### config.mk
export PLATFORM = sky130hd
export DESIGN_NAME = serial_add_ctrl
export DESIGN_NICKNAME = d
export VERILOG_FILES = /design/src/rtl/serial_add_ctrl.sv
export SDC_FILE = /design/constraint.sdc
export NUM_CORES = 1
export LEC_CHECK = 0
export BUFFER_PORTS_ARGS = -buffer_cell sky130_fd_sc_hd__buf_2
export CAP_MARGIN = 20
export CORE_MARGIN = 4
export CORE_UTILIZATION = 50
export DETAILED_ROUTE_END_ITERATION = 8
export PLACE_DENSITY = 0.86
export SYNTH_ARGS = -nofsm -noshare
export SYNTH_HDL_FRONTEND = slang
export SYNTH_SLANG_ARGS = --single-unit
### constraint.sdc
create_clock -name clk -period 5 [get_ports clk]
set_input_delay 0.25 -clock clk [delete_from_list [all_inputs] [get_ports clk]]
set_output_delay 0.25 -clock clk [all_outputs]
set_load 0.02 [all_outputs]
### src/rtl/serial_add_ctrl.sv
// -----------------------------------------------------------------------------
// serial_add_ctrl
//
// Bit-serial adder/subtractor with a valid/ready request side and a
// valid/ready result side. A single 1-bit full-adder slice is reused once per
// clock, LSB first, so an operation takes exactly WIDTH cycles in RUN.
//
// Handshakes: a transfer happens on a rising clk edge where both valid and
// ready are 1. start_ready is high only in IDLE; done_valid is high only in
// DONE, and the result is held stable until done_ready is seen at an edge.
//
// Ports
//   clk          system clock, rising edge
//   rst_n        asynchronous active-low reset
//   start_valid  request presents an operation
//   start_ready  block can accept an operation (IDLE)
//   a, b         operands (WIDTH bits)
//   cin          carry-in for addition (ignored when sub=1)
//   sub          1: a-b, 0: a+b+cin
//   sum          result (WIDTH bits); unprocessed bits read 0 during RUN
//   cout         final carry-out (for subtraction 1 means no borrow)
//   ovf          signed overflow
//   done_valid   result available (DONE)
//   done_ready   consumer takes the result
//   busy         operation in progress or result pending
// -----------------------------------------------------------------------------
module serial_add_ctrl #(
   parameter int WIDTH = 8
) (
   input  logic             clk,
   input  logic             rst_n,
   input  logic             start_valid,
   output logic             start_ready,
   input  logic [WIDTH-1:0] a,
   input  logic [WIDTH-1:0] b,
   input  logic             cin,
   input  logic             sub,
   output logic [WIDTH-1:0] sum,
   output logic             cout,
   output logic             ovf,
   output logic             done_valid,
   input  logic             done_ready,
   output logic             busy
);

   // Counter holds 0..WIDTH so it can never wrap.
   localparam int CW = $clog2(WIDTH + 1);
   localparam logic [CW-1:0] LAST = CW'(WIDTH - 1);

   localparam logic [1:0] IDLE = 2'd0;
   localparam logic [1:0] RUN  = 2'd1;
   localparam logic [1:0] DONE = 2'd2;

   logic [1:0]       state;
   logic [WIDTH-1:0] op_a;
   logic [WIDTH-1:0] op_b;
   logic             carry;
   logic [CW-1:0]    cnt;

   logic [WIDTH-1:0] bit_mask;
   logic             a_bit;
   logic             b_bit;
   logic             ha1_s;
   logic             ha1_c;
   logic             ha2_s;
   logic             ha2_c;
   logic             fa_co;

   // One-hot select of the bit being processed this cycle; also used to
   // write the result bit in place so higher bits stay 0 until reached.
   always_comb begin
      bit_mask = WIDTH'(1) << cnt;
      a_bit    = |(op_a & bit_mask);
      b_bit    = |(op_b & bit_mask);
   end

   // The single full-adder slice: two half adders plus an OR for the carry.
   always_comb begin
      ha1_s = a_bit ^ b_bit;
      ha1_c = a_bit & b_bit;
      ha2_s = ha1_s ^ carry;
      ha2_c = ha1_s & carry;
      fa_co = ha1_c | ha2_c;
   end

   assign start_ready = (state == IDLE);
   assign busy        = (state != IDLE);
   assign done_valid  = (state == DONE);

   always_ff @(posedge clk or negedge rst_n) begin
      if (!rst_n) begin
         state <= IDLE;
         op_a  <= '0;
         op_b  <= '0;
         carry <= 1'b0;
         cnt   <= '0;
         sum   <= '0;
         cout  <= 1'b0;
         ovf   <= 1'b0;
      end else begin
         case (state)
            IDLE: begin
               if (start_valid) begin
                  // Subtraction is a + ~b + 1: invert b and force carry-in.
                  op_a  <= a;
                  op_b  <= b ^ {WIDTH{sub}};
                  carry <= sub ? 1'b1 : cin;
                  cnt   <= '0;
                  sum   <= '0;
                  cout  <= 1'b0;
                  ovf   <= 1'b0;
                  state <= RUN;
               end
            end
            RUN: begin
               sum   <= sum | (bit_mask & {WIDTH{ha2_s}});
               carry <= fa_co;
               cnt   <= cnt + CW'(1);
               if (cnt == LAST) begin
                  // carry still holds the carry into the MSB here.
                  cout  <= fa_co;
                  ovf   <= carry ^ fa_co;
                  state <= DONE;
               end
            end
            DONE: begin
               if (done_ready) begin
                  state <= IDLE;
               end
            end
            default: begin
               state <= IDLE;
            end
         endcase
      end
   end

endmodule
## Yosys cells after proc, flatten, opt, wreduce, memory -nomap -nowiden

Cells that the tools add are included.
W data, S select, Z words.

| cells by class | value |
|---|---|
| $add $sub $neg | 1 |
| equality and inequality tests | 6 |
| shift operators | 1 |
| muxes and demuxes | 16 |
| bitwise logic cells | 11 |
| reduce and logical (&&, ||, !) cells | 9 |

Operators by type and width:

| cell | number |
|---|---|
| $and A8 B8 Y8 | 3 |
| $pmux W8 S2 | 1 |
| $reduce_or A8 Y1 | 2 |
| $mux W8 | 1 |
| $or A8 B8 Y8 | 1 |
| $pmux W4 S2 | 1 |
| $shl A1 B4 Y8 const A | 1 |
| $xor A8 B8 Y8 | 1 |
| $mux W2 | 3 |
| $pmux W1 S2 | 3 |
| $pmux W2 S3 | 1 |
| $reduce_and A3 Y1 | 2 |
| $mux W1 | 5 |
| $add A4 B1 Y4 const B | 1 |
| $eq A4 B3 Y1 const B | 1 |
| $mux W4 | 1 |
| $ne A2 B2 Y1 const B | 2 |
| $reduce_and A2 Y1 | 2 |
| $reduce_bool A2 Y1 | 2 |
| $xor A1 B1 Y1 | 3 |
| $and A1 B1 Y1 | 2 |
| $eq A2 B1 Y1 const B | 1 |
| $eq A2 B2 Y1 const B | 1 |
| $logic_not A2 Y1 | 1 |
| 2 further kinds | 2 |

| storage, ports and cells | value |
|---|---|
| register bits | 33 |
| input bits | 22 |
| output and inout bits | 13 |
| word-level logic and storage cells | 52 |

## Depth between registers and ports, before layout

| depth | value |
|---|---|
| word-level depth | 9 |
| depth in mapped cells | 10 |
| mapped depth without buffers | 9 |

## Worst setup path before layout

No wires, ideal clock.

| timing path | value |
|---|---|
| path type | register to register |
| start | register cnt[2] |
| end | register sum[4] |
| library setup time | 0.066 ns |
| arrival time | 2.353 ns |
| required time | 4.934 ns |
| path slack | 2.581 ns |
| stages on the path, launching flop included | 11 |
| path buffers | 1 |
| period minus slack after synthesis | 2.419 ns |
| path through | dfrtp_1 -> clkbuf_1 -> inv_1 -> ha_1 -> a22oi_1 -> o211ai_1 -> o21bai_1 -> fa_1 -> nor4b_2 -> and2_1 -> a22o_1 |

| on the way | value |
|---|---|
| cells in the longest elaborated chain, start to end | 8 |
| elaborated cells on any way between the ends | 10 |
| classes of those cells | shift (1); mux (1); bitwise (6); reduce/logical (2) |

Ends and longest elaborated chain:

| what | RTL line | text |
|---|---|---|
| start: declaration | 58 | `logic [CW-1:0] cnt;` |
| start signal: assignment | 118 | `cnt <= cnt + CW'(1);` |
| $shl A1 B4 Y8 * | 72 | `bit_mask = WIDTH'(1) << cnt;` |
| $and A8 B8 Y8 (on tied branches) | 73, 74 |  |
| $reduce_or A8 Y1 (on tied branches) | 73, 74 |  |
| $xor A1 B1 Y1 | 79 | `ha1_s = a_bit ^ b_bit;` |
| $xor A1 B1 Y1 | 81 | `ha2_s = ha1_s ^ carry;` |
| $and A8 B8 Y8 * | 116 | `sum <= sum \| (bit_mask & {WIDTH{ha2_s}});` |
| $or A8 B8 Y8 * | 116 |  |
| $pmux W8 S2 * | 101 | `case (state)` |
| end signal: assignment | 116 |  |
| end: declaration | 38 | `output logic [WIDTH-1:0] sum,` |

Every way passes the cells marked *; elsewhere a longest branch is shown, timed or not.
A chain may end at the register's enable or synchronous reset.

## Final worst setup path

| timing path | value |
|---|---|
| start | register cnt[0] |
| end | register sum[6] |

Same word-level chain as after synthesis.

==> parameters.txt <==
Parameter                              Value

Clock tree
  Number of buffers created by CTS ... 5
  Clock net sink count ... 33
  Clk slew on worst S/H paths ... around 0.090 ns
  Post-CTS setup buffer count ... 0
  CTS Hold Bufs ... 1
  Post-CTS resize count ... 0
  TritonCTS clock tree ... built
  Buffer type at the clock tree root ... clkbuf_4
  Maximum root-to-sink buffer count ... 2
  Deepest level of the CTS H-tree ... 2
  Clock network latency to the later pin of the worst-skew pair ... 0.33 ns

Logic synthesis
  FF+latch count, synth ... 33
  YS warnings ... 0
  Cell area after synthesis ... 1640 um^2
  Avg Inst Size Synth ... 10.6 um^2
  Yosys top cell by area ... dfrtp_1
  Gate count after technology mapping ... approximately 160
  Async set-or-reset flop fraction in the synthesized netlist ... 100%
  Post-synth EDFFs ... 0
  Fraction of post-synthesis cell area in the top cell type by area ... 50.2%
  Synthesized Nets ... 184
  Ys flop type ... dfrtp_1
  Area contributors post-synth ... dfrtp_1, nand2_1, ha_1, o21ai_2, xnor2_1
  Proportion of synthesized chip area in sequential cells ... 50.2%
  Number of library cell types mapped by synthesis ... 38

Timing
  Crit share post-route ... between 50% and 60%
  Final worst path period need ... 2.72 ns
  Max Slew Vio Count ... 0
  Slew margin rel. ... 53.3%
  RSZ-0062 raised after global routing ... no
  Worst Tran Pin Value ... 0.701 ns
  Achievable Freq ... 368 MHz
  Setup-failing EPs final ... 0
  Number of failing hold endpoints at the final stage ... 0
  Aggregate negative setup slack ... 0 ns
  Clock Skew ... approximately 0.011 ns

Route
  Remaining DRCs ... 0
  Iteration-0 DRC count of the detailed router ... 35
  Total number of vias ... 1196
  Average detailed-routed wire length per instance ... 13.0 um
  Antenna-violating nets left ... 0
  Drt via density ... between 5 and 6
  DR pass1 iterations ... 4
  Final wirelength ... ~3.1 mm

Pwr
  Internal portion of total power ... 0.000694 W
  Part of the power in registers ... about two fifths
  Fraction of power consumed by the clock network ... 12.4%
  Switching Power ... 0.000493 W
  Switching power as a share of total power ... between 40% and 50%
  Leakage power summed over all cells ... 0.959 nW
  Logic gate share of total power ... 47.2%
  Pwr/cell area ... around 630 nW/um^2
  Max IR drop VDD ... between 0.2 and 0.3 mV

Final layout
  Most common cell after layout, fill and taps aside ... nand2_1
  Count of inserted antenna diode cells ... 0
  Highest-count cells in the layout ignoring fill and taps ... nand2_1, buf_2, dfrtp_1
  Layout area overhead ... 15.1%
  Post-layout util ... between 60% and 70%
  Fraction of layout instances using a drive strength above 1 ... 29.2%
  Net count, final ... 221

Run status
  Run status ... finished clean

Hold path
  Type of the worst min-delay path ... primary input to flip-flop

Global route
  Total overflow reported by the global router ... 0
  Number of global-route vias before repair ... 1110
  Initial antenna violation count ... 0
  First-pass GRT wire length ... 5.19 mm
  Pin count of the biggest net entering global routing ... 38
  Global routing usage summed across all routing layers ... 16.3%

Floorplan
  Starting density of the core ... 53.0%
  Number of top-level design ports ... 35
  Cell Rows ... 20
  Horiz. Die Dim ... 65.3 um
  Vert. Die Dim ... 65.3 um
  Area of the die ... 4270 um^2
  Core region area ... 3100 um^2

Setup path
  Slowest-stage cell, CP ... dfrtp_1
  Critical Path Fanout Max ... 6
  Endpoint kind of the worst setup timing path ... flip-flop
  Largest stage delay on the critical path ... 0.44 ns
  Data arrival time at the worst-slack endpoint ... roughly 3.0 ns
  Launching element type of the critical path ... flip-flop
  Sequence of cells on the critical path ... inv_1 -> ha_1 -> a222oi_1 -> mux2_2 -> a21o_1 -> fa_1 -> nor4b_2 -> and2_1 -> a22o_1
  Worst EP required ... 5.26 ns
  Crit path kind ... flip-flop to flip-flop

Placed design
  Number of buffer cells added on primary ports ... 34
  Routability cong. ... 0.803
  Post-detailed-placement half-perimeter wirelength ... 2.30 mm

Run
  Max Cap Violations ... 0
-- power by group through the flow --
stage / clock network [W] / registers (W) / logic [W]
6_report: 0.000147 / 0.000480 / 0.000560
5_1_grt: 0.000162 / 0.000499 / 0.000624
4_1_cts: 0.000151 / 0.000482 / 0.000565
3_5_place_dp: 0 / 0.000488 / 0.000561
3_3_place_gp: 0 / 0.000483 / 0.000542
2_1_floorplan: 0 / 0.000493 / 0.000416
-- critical path, delay by kind of cell, from the launching register on --
family                   cells  cell delay, ns
multiplexers                 1            0.21
AND/OR/NAND/NOR              2            0.58
flip-flops                   1            0.44
AO/OA/AOI/OAI                3            0.62
buffers and inverters        1            0.08
adder cells (fa/ha/maj)      2            0.70
-- sequential cells by signal (all words and copies together), names as in the netlist --
register  cells
cout          1
op_a          8
sum           8
ovf           1
state         2
carry         1
cnt           4
op_b          8
-- final timing paths --
check                         from       to  slack, ns  cells past startpoint
max                         cnt[0]   sum[6]       2.28                      9
min                           a[3]  op_a[3]       0.10                      3
max reg2reg                 cnt[0]   sum[6]       2.28                      9
min reg2reg                op_a[5]  op_a[5]       0.49                      2
max in group asynchronous    rst_n  op_a[1]       4.05                      2
min in group asynchronous    rst_n   sum[0]       0.49                      2
-- final cells by class --
class / instances / area (um^2)
Clock buffer: 7 / 55.1
Multi-Input combinational cell: 109 / 738
Timing Repair Buffer: 37 / 195
Fill cell: 284 / 1210
Inverter: 6 / 22.5
Tap cell: 44 / 55.1
Sequential cell: 33 / 826
-- Yosys cell counts (3+ instances only) --
cell type / instances
buf_6: 4
o21ai_2: 8
mux2i_1: 3
a22oi_1: 3
a22o_1: 6
xnor2_1: 8
dfrtp_1: 33
a21oi_1: 3
nand2_1: 39
inv_1: 6
nand3_1: 3
ha_1: 6
-- per-stage QoR --
step | total power (W) | area, um^2 | setup WS (ns) | hold slack, ns | cells
after floorplan | 0.000909 | 1640 | 2.58 | -0.0456 | 155
after detailed placement | 0.00105 | 1830 | 2.34 | 0.332 | 228
after global placement | 0.00103 | 1830 | 2.42 | 0.333 | 228
final | 0.00119 | 1890 | 2.28 | 0.104 | 236
after global routing | 0.00129 | 1890 | 2.12 | 0.0996 | 236
after CTS | 0.00120 | 1890 | 2.29 | 0.0943 | 236
-- logic make-up after synthesis --
kind of cell / after synthesis / share of synthesized area (%)
AOI/OAI and AO/OA: 33 / 15.8
xor gates and xnor gates: 9 / 4.79
buffers and inverters: 13 / 4.87
adders and majority gates: 7 / 5.78
and+or+nand+nor: 56 / 16.1
muxes: 4 / 2.51
DFF: 33 / 50.2
-- per-layer routing --
metal | vias up | global-route usage (%) | routed length, um
met1 | 553 | 21.0 | 1400
met5 | - | 0 | 0
met2 | 31 | 25.3 | 1450
met4 | 0 | 8.03 | 54
met3 | 7 | 4.27 | 164
li1 | 605 | - | -
Power figures use the tool's default switching activity.
